## config.mk

```make
export PLATFORM = sky130hd
export DESIGN_NAME = ts_ascii_serializer_flat
export DESIGN_NICKNAME = d
export VERILOG_FILES = /design/src/rtl/ts_ascii_serializer_if.sv /design/src/rtl/ts_ascii_serializer.sv /design/src/flat_wrapper.sv
export SDC_FILE = /design/constraint.sdc
export NUM_CORES = 1
export LEC_CHECK = 0
export ABC_CLOCK_PERIOD_IN_PS = 1900
export CORE_AREA = 2 2 82 163
export DETAILED_ROUTE_END_ITERATION = 7
export DIE_AREA = 0 0 84 165
export PLACE_DENSITY = 0.55
export SETUP_SLACK_MARGIN = 0.1
export SLEW_MARGIN = 30
export SYNTH_ARGS = -nofsm -noshare
export SYNTH_HDL_FRONTEND = slang
export SYNTH_SLANG_ARGS = --single-unit
```

## constraint.sdc

```tcl
create_clock -name clk -period 1.9 [get_ports clk]
set_input_delay 0.475 -clock clk [delete_from_list [all_inputs] [get_ports clk]]
set_output_delay 0.475 -clock clk [all_outputs]
set_load 0.01 [all_outputs]
```

## src/rtl/ts_ascii_serializer_if.sv

```systemverilog
// ts_ascii_serializer_if: timestamp-in / ASCII-byte-out handshake bundle for the serializer.
interface ts_ascii_serializer_if #(
    parameter int TS_BITS   = 64,
    parameter int DATA_BITS = 8
);
    logic                 ts_valid;
    logic [TS_BITS-1:0]   ts_data;
    logic                 ts_ready;
    logic                 byte_valid;
    logic [DATA_BITS-1:0] byte_data;
    logic                 byte_ready;
    logic                 busy;
    modport master (output ts_valid, ts_data, byte_ready, input ts_ready, byte_valid, byte_data, busy);
    modport slave  (input ts_valid, ts_data, byte_ready, output ts_ready, byte_valid, byte_data, busy);
endinterface

```

## src/rtl/ts_ascii_serializer.sv

```systemverilog
// ts_ascii_serializer: turns one timestamp word into a prefix + hex digits + CR LF byte stream.
module ts_ascii_serializer #(
    parameter int         TS_BITS     = 64,
    parameter int         DATA_BITS   = 8,
    parameter bit         EMIT_PREFIX = 1,
    parameter logic [7:0] PREFIX_CHAR = 8'h54,
    parameter bit         EMIT_CRLF   = 1,
    parameter bit         UPPERCASE   = 1
) (
    input logic                  clk,
    input logic                  rst,
    ts_ascii_serializer_if.slave bus
);
    localparam int NDIG = TS_BITS / 4;
    localparam int IW   = NDIG > 1 ? $clog2(NDIG) : 1;

    typedef enum logic [2:0] {IDLE, PREFIX, HEX, CR, LF} state_t;

    state_t               state_q, state_d;
    logic [TS_BITS-1:0]   sr_q, sr_d, sr_sh;
    logic [IW-1:0]        idx_q, idx_d;
    logic                 bv_q, bv_d;
    logic [DATA_BITS-1:0] bd_q, bd_d;
    logic                 xfer;

    function automatic logic [7:0] enc(input logic [3:0] n);
        return n < 4'd10 ? 8'h30 + {4'd0, n} : (UPPERCASE ? 8'h41 : 8'h61) + {4'd0, n} - 8'd10;
    endfunction

    assign xfer           = bv_q && bus.byte_ready;
    assign sr_sh          = sr_q << 4;
    assign bus.ts_ready   = !rst && state_q == IDLE;
    assign bus.byte_valid = bv_q;
    assign bus.byte_data  = bd_q;
    assign bus.busy       = state_q != IDLE;

    always_comb begin
        state_d = state_q;
        sr_d    = sr_q;
        idx_d   = idx_q;
        bv_d    = bv_q;
        bd_d    = bd_q;
        case (state_q)
            IDLE: if (bus.ts_valid) begin
                sr_d    = bus.ts_data;
                idx_d   = '0;
                bv_d    = 1'b1;
                state_d = EMIT_PREFIX ? PREFIX : HEX;
                bd_d    = EMIT_PREFIX ? PREFIX_CHAR : enc(bus.ts_data[TS_BITS-1 -: 4]);
            end
            PREFIX: if (xfer) begin
                state_d = HEX;
                bd_d    = enc(sr_q[TS_BITS-1 -: 4]);
            end
            HEX: if (xfer) begin
                sr_d  = sr_sh;
                idx_d = idx_q + IW'(1);
                if (idx_q == IW'(NDIG - 1)) begin
                    state_d = EMIT_CRLF ? CR : IDLE;
                    bv_d    = EMIT_CRLF;
                    bd_d    = EMIT_CRLF ? 8'h0D : bd_q;
                end else begin
                    bd_d = enc(sr_sh[TS_BITS-1 -: 4]);
                end
            end
            CR: if (xfer) begin
                state_d = LF;
                bd_d    = 8'h0A;
            end
            LF: if (xfer) begin
                state_d = IDLE;
                bv_d    = 1'b0;
            end
            default: state_d = IDLE;
        endcase
    end

    always_ff @(posedge clk) begin
        if (rst) begin
            state_q <= IDLE;
            sr_q    <= '0;
            idx_q   <= '0;
            bv_q    <= 1'b0;
            bd_q    <= '0;
        end else begin
            state_q <= state_d;
            sr_q    <= sr_d;
            idx_q   <= idx_d;
            bv_q    <= bv_d;
            bd_q    <= bd_d;
        end
    end
endmodule

```

## src/flat_wrapper.sv

```systemverilog
// flat-port wrapper written by rule: the top's interface ports become plain ports
module ts_ascii_serializer_flat 
#(
    parameter int         TS_BITS     = 64,
    parameter int         DATA_BITS   = 8,
    parameter bit         EMIT_PREFIX = 1,
    parameter logic [7:0] PREFIX_CHAR = 8'h54,
    parameter bit         EMIT_CRLF   = 1,
    parameter bit         UPPERCASE   = 1
)
  (clk, rst, bus_ts_valid, bus_ts_data, bus_byte_ready, bus_ts_ready, bus_byte_valid, bus_byte_data, bus_busy);
  ts_ascii_serializer_if #(.TS_BITS(TS_BITS), .DATA_BITS(DATA_BITS)) bus_i ();
  input logic clk;
  input logic rst;
  input wire logic [$bits(bus_i.ts_valid)-1:0] bus_ts_valid;
  input wire logic [$bits(bus_i.ts_data)-1:0] bus_ts_data;
  input wire logic [$bits(bus_i.byte_ready)-1:0] bus_byte_ready;
  output wire logic [$bits(bus_i.ts_ready)-1:0] bus_ts_ready;
  output wire logic [$bits(bus_i.byte_valid)-1:0] bus_byte_valid;
  output wire logic [$bits(bus_i.byte_data)-1:0] bus_byte_data;
  output wire logic [$bits(bus_i.busy)-1:0] bus_busy;
  assign bus_i.ts_valid = bus_ts_valid;
  assign bus_i.ts_data = bus_ts_data;
  assign bus_i.byte_ready = bus_byte_ready;
  assign bus_ts_ready = bus_i.ts_ready;
  assign bus_byte_valid = bus_i.byte_valid;
  assign bus_byte_data = bus_i.byte_data;
  assign bus_busy = bus_i.busy;
  ts_ascii_serializer #(.TS_BITS(TS_BITS), .DATA_BITS(DATA_BITS), .EMIT_PREFIX(EMIT_PREFIX), .PREFIX_CHAR(PREFIX_CHAR), .EMIT_CRLF(EMIT_CRLF), .UPPERCASE(UPPERCASE)) u_core (.clk(clk), .rst(rst), .bus(bus_i));
endmodule
```

==> metrics.txt <==
status finished, final reports clean; TritonCTS clock tree yes; leakage 1.933 nW; Yosys cell types 49; fillcell total 1,290; effective utilization at floorplan 29.81%; gp weighted congestion 0.8246; Synth Area in Adders 1.003%; Final Net Count 619; Final Hold Viols 0; total clock sinks 79; core box area 12,550 µm²; Routed WL 10.88 mm; die area 13,860 µm²; global-route wire length before repair 16.79 mm; vias per inst 5.218; cell family with the largest share of critical-path delay buffers and inverters; Overflow after GRT 0; 1st-pass router iterations 6; Synth Register Bits 79; number of global-route vias before repair 3,491; share of layout cells above drive strength 1 9.420%; Cell Count, Final, Fillers Out 702; CTS max path bufs 2; combinational family with the most area after synthesis simple AND/OR/NAND/NOR gates; CP max-delay cell clkdlybuf4s50_1; mean routed wirelength per cell 15.50 µm; CTS Buf Count 9; I/O pin cnt 79; FMAX 0.5798 GHz; Worst Path Buf+Inv 1; fin crit period 1725 ps; Vias 3,663; cell area power density 870.4 nW/µm²; # setup viols final 0; Post-DP HPWL 7.418 mm; GRT Resource Usage Total 15.41%; initial antenna violation count 0; Post-Synth XOR/XNOR Area 0.7021%; commonest non-fill, non-tap cell in the layout nand2_1; CP endpoint kind primary output; RSZ-0062 raised after global routing yes; Top FF cell, synth dfxtp_1; area grow syn2layout 36.34%; die width 84 µm; asr flop ratio synth 0%; DRT iter0 DRCs 249; Peak supply drop 0.5185 mV; Sequential Area 1583 µm²; post-synthesis sequential area ratio 42.26%; dpl cells 682; Routed Antenna Nets 0; WS Path Type flop to primary output; Die H 165 µm; IO Port Bufs 77; Final Slew Violations 0; setup TNS after final layout 0 ps; footprint of the multi-input gates 1913 µm²; number of max-capacitance violations reported 0; Remaining DRCs 0; commonest non-fill, non-tap cells in the layout nand2_1, dfxtp_1, nor2_1; multiplexer area fraction after synthesis 0.2675%; Post-CTS Hold Buffers 0; dpl ws -139.8 ps; worst path cell trace clkdlybuf4s50_1; Syn Inst Count 475; simple-gate share of the synthesized area 26.88%; FP Rows 58; clock root buffer clkbuf_16; CP max FO 6; Largest stage delay, worst path 550 ps; H-tree Lvls 3; EDFF count, synth 0; setup ws final 175.4 ps; Syn Area/Cell 7.879 µm²; synthesized area 3742 µm²; final critical-path share of the clock period 90.77%; Ant. Diodes 0; CP arrival 1250 ps; clock-pin transition on the worst setup and hold timing paths 60 ps; total power draw 4.441 mW; Worst EP required 1420 ps; clk_lat worst skew 330 ps; startpoint types flop; Hold Crit Class flop to flop; Compound-Gate Fraction of Synth Area 21.60%; synthesized net count 546; clk_skew 7.763 ps; largest net degree at the start of global routing 79; Syn. warnings 0
## what timing repair did
item | in CTS | in global routing
cloned | 0 | 3
gates resized for setup | 2 | 6
endpoints found under the setup margin | 2 | 26
setup buffers | 0 | 2
## layout make-up
class                      count  area share (%)
sequential                    79           31.02
clock inverter                 3           1.324
multi-input combinational    351           37.49
tap                          150           3.678
timing repair buffer         103           21.36
inverter                       4          0.2943
clock buffer                  12           4.831
## cells in the mapped netlist, drive strengths merged (2+ instances only)
cell type | number | area (µm²)
clkbuf | 16 | 60.06
a22oi | 2 | 15.01
nor3 | 5 | 36.29
xnor2 | 2 | 17.52
dfxtp | 79 | 1582
inv | 4 | 15.01
and3 | 3 | 23.77
nor2 | 76 | 285.3
ha | 3 | 37.54
a21o | 2 | 15.01
a32oi | 2 | 17.52
nand3 | 8 | 40.04
o21ai | 11 | 55.05
and2 | 4 | 25.03
a21oi | 9 | 48.80
a211oi | 2 | 15.01
nand3b | 2 | 15.01
nor3b | 3 | 22.52
a22o | 2 | 17.52
buf | 26 | 193.9
a311oi | 60 | 531.8
nand2 | 131 | 491.7
nor2b | 4 | 27.53
or3b | 2 | 17.52
a32o | 3 | 30.03
## cell families after synthesis
| logic type | after synthesis |
|---|---|
| adders and majority gates | 3 |
| muxes | 1 |
| DFF | 79 |
| buffers and inverters | 46 |
| AOI/OAI and AO/OA | 101 |
| other | 1 |
| xor gates and xnor gates | 3 |
| and+or+nand+nor | 241 |
## path summary, 6_finish.rpt
path,from,endpoint,slack [ps],cells after the start
worst min-delay path,u_core.sr_q[0],u_core.sr_q[0],460,2
worst max-delay path,u_core.bus.byte_valid,bus_byte_valid,180,1
worst min register to register,u_core.sr_q[0],u_core.sr_q[0],460,2
worst max register to register,u_core.state_q[1],u_core.sr_q[17],210,5
## report_power, final
group          leakage, nW  internal, mW  total [mW]  switching (mW)
Combinational         1.13         0.378       0.722           0.344
Clock                0.149          1.18        1.84           0.658
Sequential           0.652          1.79        1.88          0.0876
Total                 1.93          3.35        4.44            1.09
## per-stage QoR
step	hold slack, ps	area [µm²]	utilization (%)
floorplan	432.1	3744	-
global route	483.6	5102	40.64
detailed placement	448.0	4707	37.49
CTS	459.1	5019	39.97
finish	458.5	5102	40.64
global placement	437.7	4707	37.49
## registers in the layout, indices dropped and copies added, names as in the netlist
register	count
u_core.state_q	3
u_core.bus.byte_valid	1
u_core.bus.byte_data	7
u_core.idx_q	4
u_core.sr_q	64
## metal layers
metal | global-route usage [%] | part of all wire, % | up-vias
met3 | 2.299 | 3.4 | 18
met1 | 16.90 | 40 | 1729
li1 | - | - | 1824
met4 | 8.065 | 2.8 | 0
met2 | 28.33 | 54 | 92
met5 | 0 | 0 | -
Power figures use the tool's default switching activity.
